--- config.mk ---
export PLATFORM = sky130hd
export DESIGN_NAME = hdr_stream_aligner
export DESIGN_NICKNAME = d
export VERILOG_FILES = /design/src/rtl/hdr_pkg.sv /design/src/rtl/sync_fifo_fwft.sv /design/src/rtl/hdr_stream_aligner.sv
export SDC_FILE = /design/constraint.sdc
export NUM_CORES = 1
export LEC_CHECK = 0
export BUFFER_PORTS_ARGS = -buffer_cell sky130_fd_sc_hd__buf_2
export CORE_ASPECT_RATIO = 1.1
export CORE_MARGIN = 1.5
export CORE_UTILIZATION = 55
export CTS_CLUSTER_DIAMETER = 80
export DETAILED_ROUTE_END_ITERATION = 16
export PLACE_DENSITY = 0.72
export SETUP_SLACK_MARGIN = 0.3
export SLEW_MARGIN = 15
export SYNTH_ARGS = -nofsm -noshare
export SYNTH_HDL_FRONTEND = slang
export SYNTH_SLANG_ARGS = --single-unit
--- constraint.sdc ---
create_clock -name clk -period 9.9 [get_ports clk]
set_clock_uncertainty 0.05 [all_clocks]
set_input_delay 1.98 -clock clk [delete_from_list [all_inputs] [get_ports clk]]
set_output_delay 1.98 -clock clk [all_outputs]
set_load 0.03 [all_outputs]
--- src/rtl/hdr_pkg.sv ---
// Shared types and defaults for the HDR exposure-stream aligner.
package hdr_pkg;

  localparam int unsigned HDR_DATA_W_DEF     = 32;
  localparam int unsigned HDR_FIFO_DEPTH_DEF = 16;
  localparam int unsigned HDR_CNT_W_DEF      = 16;

  typedef enum logic {ST_SYNC, ST_RUN} align_state_t;

  typedef struct packed {
    logic                      sop;
    logic                      eop;
    logic [HDR_DATA_W_DEF-1:0] data;
  } hdr_beat_t;

endpackage

--- src/rtl/sync_fifo_fwft.sv ---
// First-word-fall-through FIFO; head word is valid on rdata whenever !empty.
module sync_fifo_fwft #(
  parameter int unsigned W     = 34,
  parameter int unsigned DEPTH = 16
) (
  input  logic         clk,
  input  logic         rst,
  input  logic         wr,
  input  logic [W-1:0] wdata,
  input  logic         rd,
  output logic [W-1:0] rdata,
  output logic         empty,
  output logic         full
);

  localparam int unsigned AW = $clog2(DEPTH);
  localparam int unsigned CW = AW + 1;

  logic [W-1:0]  mem_q [DEPTH];
  logic [AW-1:0] wr_ptr_q, rd_ptr_q;
  logic [CW-1:0] count_q, count_d;
  logic          full_q;
  logic          push, pop;

  assign push = wr && !full_q;
  assign pop  = rd && (count_q != '0);

  always_comb begin
    count_d = count_q + CW'(push) - CW'(pop);
  end

  // Full is registered from the next occupancy so ready upstream is a flop.
  always_ff @(posedge clk) begin
    if (rst) begin
      wr_ptr_q <= '0;
      rd_ptr_q <= '0;
      count_q  <= '0;
      full_q   <= 1'b0;
    end else begin
      if (push) wr_ptr_q <= wr_ptr_q + AW'(1);
      if (pop)  rd_ptr_q <= rd_ptr_q + AW'(1);
      count_q <= count_d;
      full_q  <= (count_d == CW'(DEPTH));
    end
  end

  always_ff @(posedge clk) begin
    if (push) mem_q[wr_ptr_q] <= wdata;
  end

  assign rdata = mem_q[rd_ptr_q];
  assign empty = (count_q == '0);
  assign full  = full_q;

endmodule

--- src/rtl/hdr_stream_aligner.sv ---
// Buffers short/long exposure streams and emits them as one pixel-locked paired stream,
// dropping beats until both heads sit on start-of-frame and resyncing on sop/eop disagreement.
module hdr_stream_aligner
  import hdr_pkg::*;
#(
  parameter int unsigned DATA_WIDTH = HDR_DATA_W_DEF,
  parameter int unsigned FIFO_DEPTH = HDR_FIFO_DEPTH_DEF,
  parameter int unsigned CNT_W      = HDR_CNT_W_DEF
) (
  input  logic                  clk,
  input  logic                  rst,
  input  logic                  asi_snk_0_valid_i,
  output logic                  asi_snk_0_ready_o,
  input  logic [DATA_WIDTH-1:0] asi_snk_0_data_i,
  input  logic                  asi_snk_0_startofpacket_i,
  input  logic                  asi_snk_0_endofpacket_i,
  input  logic                  asi_snk_1_valid_i,
  output logic                  asi_snk_1_ready_o,
  input  logic [DATA_WIDTH-1:0] asi_snk_1_data_i,
  input  logic                  asi_snk_1_startofpacket_i,
  input  logic                  asi_snk_1_endofpacket_i,
  output logic                  aso_src_valid_o,
  input  logic                  aso_src_ready_i,
  output logic [DATA_WIDTH-1:0] aso_src_data_0_o,
  output logic [DATA_WIDTH-1:0] aso_src_data_1_o,
  output logic                  aso_src_startofpacket_o,
  output logic                  aso_src_endofpacket_o,
  output logic                  sync_err_o,
  output logic [CNT_W-1:0]      drop_cnt_o,
  output logic [CNT_W-1:0]      frame_cnt_o
);

  localparam int unsigned BEAT_W = DATA_WIDTH + 2;
  localparam int unsigned SUM_W  = CNT_W + 1;

  typedef struct packed {
    logic                  sop;
    logic                  eop;
    logic [DATA_WIDTH-1:0] data;
  } beat_t;

  beat_t        wbeat0, wbeat1, head0, head1;
  logic         empty0, empty1, full0, full1;
  logic         wr0, wr1, pop0, pop1;
  logic         drop0, drop1, frame_inc, valid_c, err_c;
  align_state_t state_q, state_d;
  logic [CNT_W-1:0] drop_cnt_q, drop_cnt_d, frame_cnt_q;
  logic [SUM_W-1:0] drop_sum;

  assign asi_snk_0_ready_o = !full0 && !rst;
  assign asi_snk_1_ready_o = !full1 && !rst;
  assign wr0 = asi_snk_0_valid_i && asi_snk_0_ready_o;
  assign wr1 = asi_snk_1_valid_i && asi_snk_1_ready_o;
  assign wbeat0 = {asi_snk_0_startofpacket_i, asi_snk_0_endofpacket_i, asi_snk_0_data_i};
  assign wbeat1 = {asi_snk_1_startofpacket_i, asi_snk_1_endofpacket_i, asi_snk_1_data_i};

  sync_fifo_fwft #(.W(BEAT_W), .DEPTH(FIFO_DEPTH)) u_fifo_0 (
    .clk(clk), .rst(rst), .wr(wr0), .wdata(wbeat0),
    .rd(pop0), .rdata(head0), .empty(empty0), .full(full0)
  );

  sync_fifo_fwft #(.W(BEAT_W), .DEPTH(FIFO_DEPTH)) u_fifo_1 (
    .clk(clk), .rst(rst), .wr(wr1), .wdata(wbeat1),
    .rd(pop1), .rdata(head1), .empty(empty1), .full(full1)
  );

  // Next-state and pop control; a channel already at sop is held while the other catches up.
  always_comb begin
    state_d   = state_q;
    pop0      = 1'b0;
    pop1      = 1'b0;
    drop0     = 1'b0;
    drop1     = 1'b0;
    frame_inc = 1'b0;
    valid_c   = 1'b0;
    err_c     = 1'b0;
    case (state_q)
      ST_SYNC: begin
        drop0 = !empty0 && !head0.sop;
        drop1 = !empty1 && !head1.sop;
        pop0  = drop0;
        pop1  = drop1;
        if (!empty0 && !empty1 && head0.sop && head1.sop) state_d = ST_RUN;
      end
      ST_RUN: begin
        if (!empty0 && !empty1) begin
          if ((head0.sop == head1.sop) && (head0.eop == head1.eop)) begin
            valid_c = 1'b1;
            if (aso_src_ready_i) begin
              pop0      = 1'b1;
              pop1      = 1'b1;
              frame_inc = head0.eop;
            end
          end else begin
            err_c   = 1'b1;
            state_d = ST_SYNC;
          end
        end
      end
      default: state_d = ST_SYNC;
    endcase
    if (rst) begin
      pop0    = 1'b0;
      pop1    = 1'b0;
      valid_c = 1'b0;
      err_c   = 1'b0;
    end
  end

  always_comb begin
    drop_sum   = {1'b0, drop_cnt_q} + SUM_W'(drop0) + SUM_W'(drop1);
    drop_cnt_d = drop_sum[CNT_W] ? '1 : drop_sum[CNT_W-1:0];
  end

  always_ff @(posedge clk) begin
    if (rst) begin
      state_q     <= ST_SYNC;
      drop_cnt_q  <= '0;
      frame_cnt_q <= '0;
    end else begin
      state_q     <= state_d;
      drop_cnt_q  <= drop_cnt_d;
      frame_cnt_q <= frame_cnt_q + CNT_W'(frame_inc);
    end
  end

  assign aso_src_valid_o         = valid_c;
  assign aso_src_data_0_o        = head0.data;
  assign aso_src_data_1_o        = head1.data;
  assign aso_src_startofpacket_o = head0.sop;
  assign aso_src_endofpacket_o   = head0.eop;
  assign sync_err_o              = err_c;
  assign drop_cnt_o              = drop_cnt_q;
  assign frame_cnt_o             = frame_cnt_q;

endmodule

==> reports/qor.yml, run 1 <==
run_status:
  outcome: "complete, no violations"
sta:
  tns_ns: 0
  layout_min_cycle_time_ns: 6.25
  finalHoldViolCount: 0
  setup_viol: 0
  rsz0062_at_grt: "no"
  worstMarginPinSlew_ns: 1.05
  fin_crit_sh: 0.631
  slew_viol_final: 0
  slew_headroom: 0.301
  fin_hold_ws_ns: 0.453
  max_freq_ghz: 0.160
worst_setup_path:
  crit_path_start_kind: "register"
  cp_max_fo: 102
  worstPathArrival_ns: 4.22
  worstSetupPathType: "reg -> out"
  critPathRequiredTime_ns: 7.87
  setup.worst_path.end_class: "output pin"
clock_network:
  cts_buffers: 109
  cts_setup_buffers: 0
  cts_root_buffer: "clkbuf_16"
  ctsLongestPathBuffers: 3
  cts_resized: 0
  path_clk_slew_ns: 0.06
  cts_tree: "done"
  holdBufCountCts: 0
  cts.sinks: 1157
  htreeDepth: 3
  insertion_delay_ns: 0.69
worst_hold_path:
  hold_path.class: "reg -> reg"
  hold_start: "u_fifo_1.rd_ptr_q[3]"
global_route:
  grt_pass1_vias: 21100
  grt_max_degree: 103
  grt_pass1_wl_um: 135000
  grt_usage: 0.227
  antenna_found_initial: 17
  grt_overflow: 0
logic_synthesis:
  synth_cell_types: 46
  synth_enable_flop_cells: 1088
  synth_cells: 1897
  synth_ff_type: "edfxtp_1"
  syn_nets: 1998
  synth_top_area_frac: 0.741
  ys_seq_area_frac: 0.772
  synthTopCellsByArea: "edfxtp_1 (74%), mux4_2 (17%), dfxtp_1 (3.1%)"
  syn-cell-area_sq_mm: 0.0441
  async_flop_share: 0
  avgSynthCellArea_sq_um: 23.2
  synth_area_leader_cell: "edfxtp_1"
  ys_ff_latch: 1157
  yosys_warnings: 0
layout:
  final_cell_mix: "edfxtp_1 (1088), mux4_2 (336), buf_2 (174)"
  post-route-util: 0.629
  multi_input_area_sq_mm: 0.00969
  seqCellArea_sq_mm: 0.0341
  nNetsFinal: 2233
  layout_commonest_cell: "edfxtp_1"
  fillCellCount: 5239
  drive_gt1_frac: 0.341
  area.growth.synth_to_final_pct: 13.1
  fin_area_sq_mm: 0.0498
placed_design:
  gp_congestion: 0.778
  io_buffers: 174
  hpwl_um: 45200
  place_area_sq_mm: 0.0464
route:
  wirelength_um: 91400
  drtPass1Iterations: 5
  drc: 0
  vias: 20200
  vias_per_cell: 6.17
  wl_per_cell_um: 27.9
  drt-initial-drc-count: 1854
  ant_nets: 0
die:
  pin_count: 175
  die_height_um: 300
  start_util: 0.557
  core_area_sq_mm: 0.0792
  fp.dieArea_sq_mm: 0.0819
  rows: 108
  die_w_um: 273
pwr:
  p_per_area_mw_per_mm2: 235
  ir_worst_vdd_uv: 180
  power.leakage_nw: 15.6
run:
  drv_cap: 0
-- worst max-delay path, stage by stage (launching register included) --
cell     delay (ns)
dfxtp_4        0.79
buf_12         0.70
mux4_2         0.60
mux2i_1        0.18
mux2i_2        0.17
xnor2_2        0.34
nand2_1        0.13
nor3_1         0.22
buf_2          0.26
-- path summary, 6_finish.rpt --
check,end,slack (ns),depth (start not counted)
min,register,0.45,2
max reg2reg,u_fifo_0.full,4.51,16
min reg2reg,register,0.45,2
max,aso_src_valid_o,3.65,8
-- synthesized netlist by cell type, types with 11 or more instances --
library cell,n
a21oi_1,24
and2_1,20
buf_1,11
buf_2,24
clkbuf_1,51
dfxtp_1,69
edfxtp_1,1088
ha_1,25
inv_1,23
mux2i_1,13
mux4_2,336
nand2_1,19
nand3_1,14
nor2_1,56
xnor2_1,14
xor2_1,23
-- report_power, final --
group | leakage [nW] | switching [mW] | internal [mW]
Combinational | 3.58 | 1.09 | 0.990
Clock | 1.69 | 1.77 | 2.26
Sequential | 10.4 | 0.142 | 5.47
-- cell families (layout without fill, tap and decap cells) --
kind of cell    after synthesis  after routing  synth area share
compound gates               42             42           0.00545
xor+xnor                     39             39           0.00809
fa+ha+maj                    28             28           0.00846
buf+inv                     114            436            0.0109
flops                      1157           1157             0.772
mux                         354            354             0.176
other cells                   0              8                 0
simple gates                163            163            0.0188
-- per-layer routing --
layer  part of all wire  routed length [um]  vias to the layer above  global-route usage
met5            0.00088                  80                        -                   0
met4              0.026                2400                       12              0.0733
met3              0.068                6260                      174              0.0416
met2               0.53               48600                      769               0.399
met1               0.37               34100                    10800               0.289
li1                   -                   -                     8457                   -
-- metrics by stage --
step | std cells | total power, mW | worst slack [ns]
after detailed placement | 3066 | 7.82 | 4.39
final | 3272 | 11.7 | 3.65
after CTS | 3264 | 11.8 | 3.59
after floorplan | 1897 | 7.27 | 3.81
after global routing | 3268 | 12.1 | 3.29
after global placement | 3066 | 7.77 | 4.35
-- state kept, by name, indices dropped and copies added, names as in the netlist, named ones only --
register           flops
u_fifo_0.mem_q       544
u_fifo_1.mem_q       544
drop_cnt_o            16
frame_cnt_o           16
u_fifo_0.count_q       5
u_fifo_1.count_q       5
u_fifo_0.rd_ptr_q      4
u_fifo_0.wr_ptr_q      4
u_fifo_1.rd_ptr_q      4
u_fifo_1.wr_ptr_q      4
state_q                1
u_fifo_0.full          1
u_fifo_1.full          1
-- area by class of cell --
class                      count  area share
multi-input combinational    626       0.194
inverter                      24     0.00181
tap                         1045      0.0262
clock inverter                66      0.0126
antenna                        8    0.000402
clock buffer                 132      0.0569
sequential                  1157       0.684
timing repair buffer         214      0.0241
Power figures use the tool's default switching activity.
==> run 2, diff against run 1 <==
--- a/config.mk
+++ b/config.mk
@@ -11,7 +11,7 @@
 export CORE_UTILIZATION = 55
 export CTS_CLUSTER_DIAMETER = 80
 export DETAILED_ROUTE_END_ITERATION = 16
-export PLACE_DENSITY = 0.72
+export PLACE_DENSITY = 0.75
 export SETUP_SLACK_MARGIN = 0.3
 export SLEW_MARGIN = 15
 export SYNTH_ARGS = -nofsm -noshare
==> constraint.sdc (replaced) <==
create_clock -name clk -period 5.5 [get_ports clk]
set_clock_uncertainty 0.05 [all_clocks]
set_input_delay 1.1 -clock clk [delete_from_list [all_inputs] [get_ports clk]]
set_output_delay 1.1 -clock clk [all_outputs]
set_load 0.03 [all_outputs]
==> reports/qor.yml, run 2 (same netlist as run 1, synthesis figures left out) <==
layout:
  reg_top3: "u_fifo_0.mem_q (544), u_fifo_1.mem_q (544)"
  fin_area_sq_mm: 0.0499
  nNetsFinal: 2248
  layout_commonest_cell: "edfxtp_1"
  drive_gt1_frac: 0.341
  area.growth.synth_to_final_pct: 13.2
  final_cell_mix: "edfxtp_1 (1088), mux4_2 (336), buf_2 (174)"
die:
  rows: 108
  fp.dieArea_sq_mm: 0.0819
  pin_count: 175
  core_area_sq_mm: 0.0792
  die_w_um: 273
  die_height_um: 300
  start_util: 0.557
sta:
  setup_viol: 0
  fin_crit_sh: 0.854
  finalHoldViolCount: 0
  slew_headroom: 0.268
  layout_min_cycle_time_ns: 4.70
  tns_ns: 0
  worstMarginPinSlew_ns: 1.10
  rsz0062_at_grt: "no"
  slew_viol_final: 0
  fin_hold_ws_ns: 0.433
  max_freq_ghz: 0.213
worst_setup_path:
  cp_cell_sequence: "buf_4, mux4_2, mux4_2, buf_2"
  critical_path.top_delay_family: "multiplexers"
  slowest_stage: "buf_4"
  setup.worst_path.end_class: "output pin"
  crit_buf_inv: 2
  worstPathArrival_ns: 3.55
  cp_max_fo: 48
  worstSetupPathType: "reg -> out"
  path_common_cell: "mux4_2"
  critPathMaxStageDelay_ns: 0.84
  crit_path_start_kind: "register"
  critPathRequiredTime_ns: 4.35
pwr:
  ir_worst_vdd_uv: 383
  p_total_mw: 21.1
  seqPwrFrac: 0.473
  p_comb_frac: 0.183
  p_sw_mw: 5.40
  p_sw_frac: 0.256
  p_int_mw: 15.7
  power.leakage_nw: 15.7
  p_clk_frac: 0.344
  p_per_area_mw_per_mm2: 423
clock_network:
  cts_resized: 0
  insertion_delay_ns: 0.68
  path_clk_slew_ns: 0.06
  cts.sinks: 1157
  cts_setup_buffers: 0
  cts_root_buffer: "clkbuf_16"
  holdBufCountCts: 0
  ctsLongestPathBuffers: 3
  htreeDepth: 3
  cts_buffers: 108
  cts_tree: "done"
run_status:
  outcome: "complete, no violations"
placed_design:
  hpwl_um: 50300
  gp_congestion: 0.781
  place_area_sq_mm: 0.0465
  io_buffers: 174
global_route:
  grt_pass1_vias: 21300
  grt_pass1_wl_um: 139000
  antenna_found_initial: 14
  grt_overflow: 0
  grt_usage: 0.233
  grt_max_degree: 75
route:
  vias: 20300
  drtPass1Iterations: 7
  drt-initial-drc-count: 2043
  drc: 0
  vias_per_cell: 6.19
  wirelength_um: 93700
  ant_nets: 0
  wl_per_cell_um: 28.5
run:
  drv_cap: 0
worst_hold_path:
  hold_path.class: "reg -> reg"
[run 2: path summary, 6_finish.rpt]
kind | endpoint | depth (start not counted) | from | slack [ns]
setup / recovery | aso_src_data_0_o[29] | 4 | register | 0.80
hold / removal | register | 2 | u_fifo_1.rd_ptr_q[3] | 0.43
setup reg to reg | u_fifo_0.full | 15 | register | 1.11
hold reg to reg | register | 2 | u_fifo_1.rd_ptr_q[3] | 0.43
[run 2: layout make-up]
class                      instances  area (sq um)
sequential                      1157         34100
fill                            5175         29300
multi-input combinational        626          9690
clock buffer                     141          2840
timing repair buffer             230          1320
tap                             1045          1310
clock inverter                    59           594
inverter                          24          90.1
antenna                            4          10.0
[run 2: power by group through the flow]
stage	registers [mW]	logic, mW	clock network (mW)
3_5_place_dp	10.2	3.90	0
2_1_floorplan	10.1	2.99	0
6_report	10.0	3.87	7.27
3_3_place_gp	10.2	3.83	0
4_1_cts	10.0	3.93	7.37
5_1_grt	10.0	4.14	7.69
[run 2: layer usage]
metal	wire, um	track usage	up-vias
li1	-	-	8496
met1	35000	0.295	10900
met4	2530	0.0766	16
met5	98	0	-
met3	6070	0.0428	163
met2	50000	0.410	801
[run 2: per-stage QoR]
step                      utilization  setup slack, ns  instances
after global placement          0.587             1.13       3082
after floorplan                     -            0.319       1897
final                           0.630            0.802       3286
after detailed placement        0.587             1.08       3082
after CTS                       0.630            0.628       3282
after global routing            0.630            0.508       3285
[run 2: tightest hold or removal path: cells and delay by family, from the launching register on]
family,cells,cell delay (ns)
AOI/OAI and AO/OA,2,0.13
DFF,1,0.30
==> run 3, diff against run 2 <==
--- a/config.mk
+++ b/config.mk
@@ -6,12 +6,14 @@
 export NUM_CORES = 1
 export LEC_CHECK = 0
 export BUFFER_PORTS_ARGS = -buffer_cell sky130_fd_sc_hd__buf_2
+export CELL_PAD_IN_SITES_DETAIL_PLACEMENT = 1
+export CELL_PAD_IN_SITES_GLOBAL_PLACEMENT = 2
 export CORE_ASPECT_RATIO = 1.1
 export CORE_MARGIN = 1.5
-export CORE_UTILIZATION = 55
+export CORE_UTILIZATION = 45
 export CTS_CLUSTER_DIAMETER = 80
 export DETAILED_ROUTE_END_ITERATION = 16
-export PLACE_DENSITY = 0.75
+export PLACE_DENSITY_LB_ADDON = 0.1
 export SETUP_SLACK_MARGIN = 0.3
 export SLEW_MARGIN = 15
 export SYNTH_ARGS = -nofsm -noshare
==> reports/qor.yml, run 3 (same netlist as run 1, synthesis figures left out) <==
run:
  drv_cap: 0
route:
  drc: 0
  ant_nets: 0
  drt-initial-drc-count: 1426
  drtPass1Iterations: 4
  wirelength_um: 98600
  vias_per_cell: 5.59
  wl_per_cell_um: 27.9
  vias: 19800
sta:
  worstMarginPinSlew_ns: 1.01
  fin_hold_ws_ns: 0.463
  setup_viol: 0
  max_freq_ghz: 0.217
  layout_min_cycle_time_ns: 4.61
  tns_ns: 0
  finalHoldViolCount: 0
  slew_headroom: 0.330
  fin_crit_sh: 0.839
  rsz0062_at_grt: "no"
  slew_viol_final: 0
worst_setup_path:
  cp_cell_sequence: "buf_4, mux4_2, mux4_2, buf_2"
  critPathRequiredTime_ns: 4.35
  path_depth: 4
  endpoint: "aso_src_data_0_o[11]"
  setup.worst_path.end_class: "output pin"
  critPathMaxStageDelay_ns: 0.82
  worstSetupPathType: "reg -> out"
  reg2reg_to: "u_fifo_0.full"
  cp_max_fo: 48
  crit_buf_inv: 2
  slowest_stage: "buf_4"
  worstRegToRegCells: 15
  rrSetupSlack_ns: 1.15
  path_common_cell: "mux4_2"
  critical_path.top_delay_family: "multiplexers"
  worstPathArrival_ns: 3.46
  crit_path_start_kind: "register"
layout:
  fillCellCount: 8432
  final_cell_mix: "edfxtp_1 (1088), mux4_2 (336), buf_2 (174)"
  seqCellArea_sq_mm: 0.0341
  nNetsFinal: 2252
  post-route-util: 0.519
  area.growth.synth_to_final_pct: 14.4
  multi_input_area_sq_mm: 0.00969
  drive_gt1_frac: 0.341
  fin_area_sq_mm: 0.0505
  layout_commonest_cell: "edfxtp_1"
  reg_top3: "u_fifo_0.mem_q (544), u_fifo_1.mem_q (544)"
placed_design:
  place_area_sq_mm: 0.0468
  gp_congestion: 0.724
  io_buffers: 174
  hpwl_um: 53500
die:
  fp.dieArea_sq_mm: 0.0999
  pin_count: 175
  core_area_sq_mm: 0.0973
  rows: 120
  die_height_um: 331
  start_util: 0.453
  die_w_um: 301
pwr:
  seqPwrFrac: 0.467
  p_total_mw: 21.4
  p_sw_frac: 0.261
  power.leakage_nw: 15.8
  p_comb_frac: 0.183
  p_clk_frac: 0.350
  p_int_mw: 15.8
  p_sw_mw: 5.57
  ir_worst_vdd_uv: 310
  p_per_area_mw_per_mm2: 424
clock_network:
  cts.sinks: 1157
  cts_setup_buffers: 0
  insertion_delay_ns: 0.71
  ctsLongestPathBuffers: 3
  cts_root_buffer: "clkbuf_16"
  cts_tree: "done"
  holdBufCountCts: 0
  cts_resized: 0
  htreeDepth: 3
  cts_buffers: 116
  path_clk_slew_ns: 0.06
run_status:
  outcome: "complete, no violations"
global_route:
  antenna_found_initial: 13
  grt_usage: 0.202
  grt_overflow: 0
  grt_max_degree: 87
  grt_pass1_wl_um: 147000
  grt_pass1_vias: 21900
worst_hold_path:
  hold_path.class: "reg -> reg"
## run 3: metrics by stage
stage          cells  setup WS (ns)
3_5_place_dp    3314          0.983
3_3_place_gp    3314          0.981
6_report        3538          0.888
2_1_floorplan   1897          0.319
5_1_grt         3535          0.654
4_1_cts         3532          0.752
## run 3: routing by layer
| layer | share of wire | GRT usage | vias to the layer above | wire length, um |
|---|---|---|---|---|
| met5 | 0.00077 | 0 | - | 76 |
| met4 | 0.019 | 0.0521 | 12 | 1880 |
| met3 | 0.048 | 0.0378 | 135 | 4690 |
| met2 | 0.54 | 0.361 | 401 | 53000 |
| met1 | 0.40 | 0.253 | 10700 | 39000 |
| li1 | - | - | 8515 | - |
## run 3: power by group through the flow
stage	sequential, mW	clock, mW	combinational, mW
after global placement	10.2	0	3.98
after global routing	10.0	7.97	4.24
final	9.98	7.48	3.92
after detailed placement	10.2	0	4.02
after CTS	9.99	7.68	4.03
after floorplan	10.1	0	2.99
## run 3: how the worst min path moves through the flow
stage	start	end	slack (ns)	cells after the start
final	u_fifo_0.rd_ptr_q[3]	register	0.46	2
after global routing	frame_cnt_o[15]	frame_cnt_o[15]	0.50	2
after CTS	u_fifo_0.rd_ptr_q[3]	register	0.46	2
after detailed placement	frame_cnt_o[15]	frame_cnt_o[15]	0.45	2
after global placement	u_fifo_1.rd_ptr_q[3]	register	0.43	2
after floorplan	u_fifo_0.rd_ptr_q[3]	register	0.41	2
## run 3: worst register-to-register path, stage by stage (launching register included)
cell     delay, ns
dfxtp_4       0.45
buf_4         0.68
mux2i_1       0.17
mux2i_1       0.39
xnor2_2       0.17
a31oi_1       0.37
nor3_1        0.10
ha_1          0.31
inv_1         0.04
ha_1          0.21
fa_1          0.43
a21oi_1       0.15
nor2_1        0.06
or3_1         0.34
a21oi_1       0.18
and4_1        0.20
## run 3: cell type report
class	count	area share
Clock buffer	142	0.0597
Timing Repair Buffer	226	0.0267
Multi-Input combinational cell	626	0.192
Antenna cell	6	0.000298
Clock inverter	76	0.0122
Sequential cell	1157	0.675
Tap cell	1281	0.0318
Inverter	24	0.00179
